$ cat config.mk
export PLATFORM = sky130hd
export DESIGN_NAME = dmem_arbiter
export DESIGN_NICKNAME = d
export VERILOG_FILES = /design/src/rtl/dmem_arbiter.sv
export SDC_FILE = /design/constraint.sdc
export NUM_CORES = 1
export LEC_CHECK = 0
export BUFFER_PORTS_ARGS = -buffer_cell sky130_fd_sc_hd__clkbuf_2
export CAP_MARGIN = 30
export CORE_MARGIN = 2
export CORE_UTILIZATION = 40
export DETAILED_ROUTE_END_ITERATION = 10
export PLACE_DENSITY = 0.81
export SLEW_MARGIN = 10
export SYNTH_ARGS = -nofsm -noshare
export SYNTH_HDL_FRONTEND = slang
export SYNTH_SLANG_ARGS = --single-unit
$ cat constraint.sdc
create_clock -name clk -period 2.05 [get_ports clk]
set_input_delay 0.615 -clock clk [delete_from_list [all_inputs] [get_ports clk]]
set_output_delay 0.615 -clock clk [all_outputs]
set_load 0.03 [all_outputs]
$ cat src/rtl/dmem_arbiter.sv
// dmem_arbiter
//   Shares the single data memory between the core load/store port and a
//   DMA/debug port. The core has fixed priority; the DMA port is guaranteed a
//   grant after MAX_WAIT consecutive lost arbitrations. Memory-side commands
//   are registered, and read responses are steered back to the issuing port
//   through a two-stage {valid, owner} pipeline.
//
// Ports
//   clk, reset        : clock, asynchronous active-low reset
//   core_req/we/addr/wdata -> core_gnt, core_stall, core_rvalid, core_rdata
//   dma_req/we/addr/wdata  -> dma_gnt, dma_rvalid, dma_rdata
//   mem_wr, mem_rd, mem_addr, mem_wr_data : registered memory command
//   mem_rd_data       : memory read data, valid one cycle after mem_rd
module dmem_arbiter #(
  parameter int unsigned ADDR_W   = 9,
  parameter int unsigned DATA_W   = 32,
  parameter int unsigned MAX_WAIT = 4
) (
  input  logic              clk,
  input  logic              reset,

  input  logic              core_req,
  input  logic              core_we,
  input  logic [ADDR_W-1:0] core_addr,
  input  logic [DATA_W-1:0] core_wdata,
  output logic              core_gnt,
  output logic              core_stall,
  output logic              core_rvalid,
  output logic [DATA_W-1:0] core_rdata,

  input  logic              dma_req,
  input  logic              dma_we,
  input  logic [ADDR_W-1:0] dma_addr,
  input  logic [DATA_W-1:0] dma_wdata,
  output logic              dma_gnt,
  output logic              dma_rvalid,
  output logic [DATA_W-1:0] dma_rdata,

  output logic              mem_wr,
  output logic              mem_rd,
  output logic [ADDR_W-1:0] mem_addr,
  output logic [DATA_W-1:0] mem_wr_data,
  input  logic [DATA_W-1:0] mem_rd_data
);

  typedef enum logic {
    OWN_CORE = 1'b0,
    OWN_DMA  = 1'b1
  } owner_e;

  localparam logic [3:0] LP_MAX_WAIT = 4'(MAX_WAIT);

  // Arbitration
  logic              w_core_gnt;
  logic              w_dma_gnt;
  logic              w_dma_prio;
  logic              w_any_gnt;
  logic              w_gnt_we;
  logic [ADDR_W-1:0] w_gnt_addr;
  logic [DATA_W-1:0] w_gnt_wdata;
  owner_e            w_gnt_owner;

  logic [3:0]        r_wait_cnt;

  // Issue registers
  logic              r_mem_wr;
  logic              r_mem_rd;
  logic [ADDR_W-1:0] r_mem_addr;
  logic [DATA_W-1:0] r_mem_wr_data;

  // Owner pipeline
  logic              r_s1_valid;
  owner_e            r_s1_owner;
  logic              r_s2_valid;
  owner_e            r_s2_owner;

  assign w_dma_prio = (r_wait_cnt == LP_MAX_WAIT);

  // Grants are combinational but forced low while reset is held, so the
  // stall output mirrors the request during reset.
  always_comb begin
    w_core_gnt = 1'b0;
    w_dma_gnt  = 1'b0;
    if (reset) begin
      if (core_req && !(dma_req && w_dma_prio)) begin
        w_core_gnt = 1'b1;
      end else if (dma_req) begin
        w_dma_gnt = 1'b1;
      end
    end
  end

  always_comb begin
    w_any_gnt   = w_core_gnt | w_dma_gnt;
    w_gnt_we    = core_we;
    w_gnt_addr  = core_addr;
    w_gnt_wdata = core_wdata;
    w_gnt_owner = OWN_CORE;
    if (w_dma_gnt) begin
      w_gnt_we    = dma_we;
      w_gnt_addr  = dma_addr;
      w_gnt_wdata = dma_wdata;
      w_gnt_owner = OWN_DMA;
    end
  end

  // Starvation counter: counts consecutive lost cycles while DMA requests.
  always_ff @(posedge clk or negedge reset) begin
    if (!reset) begin
      r_wait_cnt <= '0;
    end else if (dma_req && !w_dma_gnt) begin
      if (r_wait_cnt != LP_MAX_WAIT) begin
        r_wait_cnt <= r_wait_cnt + 4'd1;
      end
    end else begin
      r_wait_cnt <= '0;
    end
  end

  // Issue stage: address/data hold when idle, strobes drop.
  always_ff @(posedge clk or negedge reset) begin
    if (!reset) begin
      r_mem_wr      <= 1'b0;
      r_mem_rd      <= 1'b0;
      r_mem_addr    <= '0;
      r_mem_wr_data <= '0;
    end else begin
      r_mem_wr <= w_any_gnt & w_gnt_we;
      r_mem_rd <= w_any_gnt & ~w_gnt_we;
      if (w_any_gnt) begin
        r_mem_addr    <= w_gnt_addr;
        r_mem_wr_data <= w_gnt_wdata;
      end
    end
  end

  // Stage 1 aligns with mem_rd, stage 2 with the returning mem_rd_data.
  always_ff @(posedge clk or negedge reset) begin
    if (!reset) begin
      r_s1_valid <= 1'b0;
      r_s1_owner <= OWN_CORE;
      r_s2_valid <= 1'b0;
      r_s2_owner <= OWN_CORE;
    end else begin
      r_s1_valid <= w_any_gnt & ~w_gnt_we;
      r_s1_owner <= w_gnt_owner;
      r_s2_valid <= r_s1_valid;
      r_s2_owner <= r_s1_owner;
    end
  end

  assign core_gnt    = w_core_gnt;
  assign dma_gnt     = w_dma_gnt;
  assign core_stall  = core_req & ~w_core_gnt;

  assign mem_wr      = r_mem_wr;
  assign mem_rd      = r_mem_rd;
  assign mem_addr    = r_mem_addr;
  assign mem_wr_data = r_mem_wr_data;

  assign core_rvalid = r_s2_valid & (r_s2_owner == OWN_CORE);
  assign dma_rvalid  = r_s2_valid & (r_s2_owner == OWN_DMA);
  assign core_rdata  = mem_rd_data;
  assign dma_rdata   = mem_rd_data;

endmodule

; After elaboration in Yosys (flattened, before gate mapping)
; Index checks and enable logic that the tools add are counted.
[classes]
addsub = 1
reduce_logical = 5
mul = 0
n_bitwise = 9
magnitude_cmp = 0
shift = 0
n_mux = 11
n_eq_ne = 3
div = 0
[op_table]
columns = op, count
row1 = two-way mux 32 bit, 1
row2 = two-way mux 9 bit, 1
row3 = two-way mux 4 bit, 2
row4 = two-way mux 1 bit, 7
row5 = bitwise AND 1 bit, 5
row6 = "adder 4 x 1 -> 4 bit, second input constant", 1
row7 = "== test 4 x 3 -> 1 bit, second input constant", 1
row8 = "inequality test 4 x 3 -> 1 bit, second input constant", 1
row9 = logical AND 1 bit, 3
row10 = inverter 1 bit, 3
row11 = logical NOT 1 bit, 2
row12 = "inequality test 2 x 1 -> 1 bit, second input constant", 1
row13 = OR 1 bit, 1
[totals]
register_bits = 50
latch_bits = 0
n_memories = 0
ram_bits = 0
rom_bits = 0
input_bits = 120
wordCells = 37
out_inout_bits = 112

; Longest topological paths before layout
[depth]
depth_word = 9
depth_mapped = 7
ltp_nobuf = 5

; Worst setup path before layout
; OpenSTA, ideal clock, no wires.
[synth_timing]
path_type = in2out
from = in core_req
to = out core_stall
required_ns = 1.435
t_arrival_ns = 1.810
slack_ns = -0.375
n_path_buf = 2
stages = 3
path_cell_list = buf_2 clkbuf_1 a21boi_0
[synth_between]
elab_chain_cells = 5
[synth_lines]
columns = element, line_no
row1 = start: declaration, 22  ; input logic core_req,
row2 = logical AND 1 bit, 85  ; if (core_req && !(dma_req && w_dma_prio)) begin
row3 = two-way mux 1 bit, 85
row4 = two-way mux 1 bit, 84  ; if (reset) begin
row5 = inverter 1 bit, 154  ; assign core_stall = core_req & ~w_core_gnt;
row6 = bitwise AND 1 bit *, 154
row7 = end: declaration, 27  ; output logic core_stall,
; Mark *: on every way between the ends. The rest lies on a longest branch, timed or not.

; Final worst setup path
[layout_timing]
from = reg r_wait_cnt[0]
to = out core_gnt
[layout_between]
elab_chain_cells = 6
[layout_lines]
columns = element, line_no
row1 = start: declaration, 63  ; logic [3:0] r_wait_cnt;
row2 = start signal: assignment, 113  ; r_wait_cnt <= r_wait_cnt + 4'd1;
row3 = == test 4 x 3 -> 1 bit, 77  ; assign w_dma_prio = (r_wait_cnt == LP_MAX_WAIT);
row4 = logical AND 1 bit, 85
row5 = logical NOT 1 bit, 85
row6 = logical AND 1 bit, 85
row7 = two-way mux 1 bit, 85
row8 = two-way mux 1 bit, 84
row9 = end: declaration, 26  ; output logic core_gnt,
; Every way passes these cells.

==> results.md <==
- Slew margin rel.: between 40% and 50%
- CP max FO: 3
- Routability cong.: roughly 0.74
- Leakage power: between 1.5 and 2 nW
- CP Cell Sequence: inv_2 -> ha_4 -> and3b_2 -> nand2_2 -> and3_4 -> buf_8
- CP max-delay cell: dfrtp_1
- Fmax: between 400 and 500 MHz
- Crit Reg-Reg Startpoint: r_wait_cnt[0]
- Final WL: between 7000 and 8000 µm
- Average cell area after synthesis: roughly 12 µm²
- CTS Buf Count: 5
- # setup viols final: 3
- Violated checks: negative setup slack
- Clock buffer depth: 2
- Startpoint Class: register
- Clock tree from TritonCTS: done
- CP endpoint: core_gnt
- Iteration-0 DRC Markers: around 120
- Vias in the first global route: 2486
- Total core area: roughly 7300 µm²
- Status: finished, violations left
- Clk sinks: 50
- Max-slew violation count: 0
- Register bit total from synthesis: 50
- HP Class: in -> async
- Die height: 90.8 µm
- Area contributors post-synth: dfrtp_1, buf_4, o2111a_1
- # DRC: 0
- Share of layout cells above drive strength 1: a little over half
- Final instance area: around 3500 µm²
- Gr usage total: between 10% and 20%
- Synth Warn #: 0
- Area leader, netlist: dfrtp_1
- CP delay by family, top: simple AND/OR/NAND/NOR gates
- WP data arrival: 1.54 ns
- Period utilization: 105%
- Initial antenna violation count: 0
- CP bufs+invs: 2
- Mapped Nets: between 300 and 400
- Area share of the largest cell type after synthesis: roughly 41%
- DR vias: 2467
- Sequential area share after synthesis: roughly two fifths
- IO Pins: approximately 230
- Post-Synthesis Cell Area: 3020 µm²
- Area growth, synth to finish: 15.5%
- Most common cell after layout, fill and taps aside: clkbuf_2
- Slew @ Worst Pin: 0.789 ns
- TritonRoute pass-1 iters: 4
- Peak VDD IR: about 0.00027 V
- Worst Setup Slack, final: -0.103 ns
- Worst skew pair latency: about 0.29 ns
- CTS root buf: clkbuf_8
- Layout Nets: 448
- WS Path Type: reg -> out
- Final Hold Vio Count: 0
- Post-synthesis cell type count: 33
- CP Depth: 6
- Max_cap viols: 0
- Critical Path End Type: output port
- Crit path from: r_wait_cnt[0]
- IO Port Bufs: 135
- Row count: 31
- Final ANT Viol Nets: 0
- Routed length per instance: roughly 19 µm
- Final Core Density: a little under half
- Post-DP Area: 3270 µm²
- DP Wirelength: approximately 5500 µm
- R2R Setup Slk: around 0.080 ns
- Tot Pwr: 0.00262 W
- Pwr Density: around 750 nW/µm²
- Die X: around 90 µm
- RSZ-0062 raised after global routing: yes
- Die footprint: between 8000 and 9000 µm²
- Crit path required time: around 1.4 ns
- H-tree depth: 2
- Routed vias/inst: between 5 and 6
- Pre-CTS setup slack: ~0.062 ns
- Setup Skew: about 0.0034 ns
- Most frequent cells in the layout: clkbuf_2, dfrtp_1, o2111a_1, a221o_1, buf_4
- Starting Density: slightly above 40%
- Largest net degree at the start of global routing: 54
- Cells after Synth: roughly 260
- Min cycle time layout: ~2.2 ns
- First-pass GRT wire length: 12900 µm
- Clock Pin Slew Worst Setup and Hold Paths: around 0.090 ns
- FF-to-FF End: mem_wr_data[5]
- CTS Hold Bufs: 0
- Gr ovfl total: 0
- Diode count: 0
- Setup TNS after final layout: -0.202 ns
- Register-to-Register Path Depth: 8
- Worst stage delay on the critical path: 0.40 ns
-- layout make-up --
type,instances,area (µm²)
fill,718,3810
sequential,50,1250
multi-input combinational,112,1130
timing repair buffer,154,866
tap,99,124
clock buffer,7,76.3
clock inverter,1,30.0
inverter,3,11.3
-- metrics by stage --
stage | hold slack [ns] | std cells
2_1_floorplan | 0.319 | 257
3_3_place_gp | 0.332 | 411
3_5_place_dp | 0.335 | 411
4_1_cts | 0.287 | 424
5_1_grt | 0.291 | 426
6_report | 0.299 | 426
-- layer usage --
metal | track usage (%) | vias to the layer above | wire, µm
met1 | 24.1 | 1189 | 3260
met3 | 4.59 | 44 | 621
li1 | - | 1094 | -
met5 | 0 | - | 0
met2 | 30.3 | 140 | 3830
met4 | 8.96 | 0 | 249
-- cell usage after synthesis --
master	count
nor3_1	3
buf_1	1
xor2_1	1
o2111ai_1	1
dfrtp_1	50
nor4_1	1
nor2_1	2
o21ai_0	1
a311oi_1	1
a21bo_2	1
o2111a_1	41
o21ai_2	1
nand3b_1	1
and2_1	1
a221o_1	41
buf_2	3
clkbuf_1	14
nand3_1	1
and3b_1	1
nor3b_1	1
buf_6	9
nand2b_1	1
nand2_1	2
a21boi_0	1
inv_2	1
nor2b_1	2
ha_1	2
inv_1	2
a21oi_4	1
o21a_1	2
and3_1	1
mux2_2	1
buf_4	65
-- cell families after synthesis --
group                    synth area share [%]
AND/OR/NAND/NOR                          3.19
buffers and inverters                    22.3
AO/OA/AOI/OAI                            31.6
adder cells (fa/ha/maj)                 0.829
flip-flops                               41.5
XOR/XNOR                                0.290
multiplexers                            0.373
-- worst min path at each step --
stage | start | depth (start not counted) | endpoint | slack [ns]
2_1_floorplan | reset | 0 | mem_addr[0] | 0.32
3_3_place_gp | r_s1_owner | 0 | r_s2_owner | 0.33
3_5_place_dp | r_s1_owner | 0 | r_s2_owner | 0.33
4_1_cts | reset | 2 | mem_wr_data[5] | 0.29
5_1_grt | reset | 2 | mem_wr_data[5] | 0.29
6_report | reset | 2 | mem_wr_data[6] | 0.30
-- state kept, by name (all words and copies together), names as in the netlist --
signal / cells
r_s2_valid: 1
mem_addr: 9
mem_wr_data: 32
mem_wr: 1
r_s1_owner: 1
r_wait_cnt: 4
r_s2_owner: 1
r_s1_valid: 1
-- report_power, final --
group / total, W / switching, W / internal [W]
Combinational: 0.000765 / 0.000472 / 0.000293
Clock: 0.000680 / 0.000314 / 0.000366
Sequential: 0.00117 / 0.0000728 / 0.00110
Total: 0.00262 / 0.000859 / 0.00176
-- timing repair --
item	CTS	global route
buffers inserted	5	2
endpoints found under the setup margin	3	3
gates resized for setup	13	3
pin swaps	4	1
No activity file was read; power rests on OpenSTA's default activity.
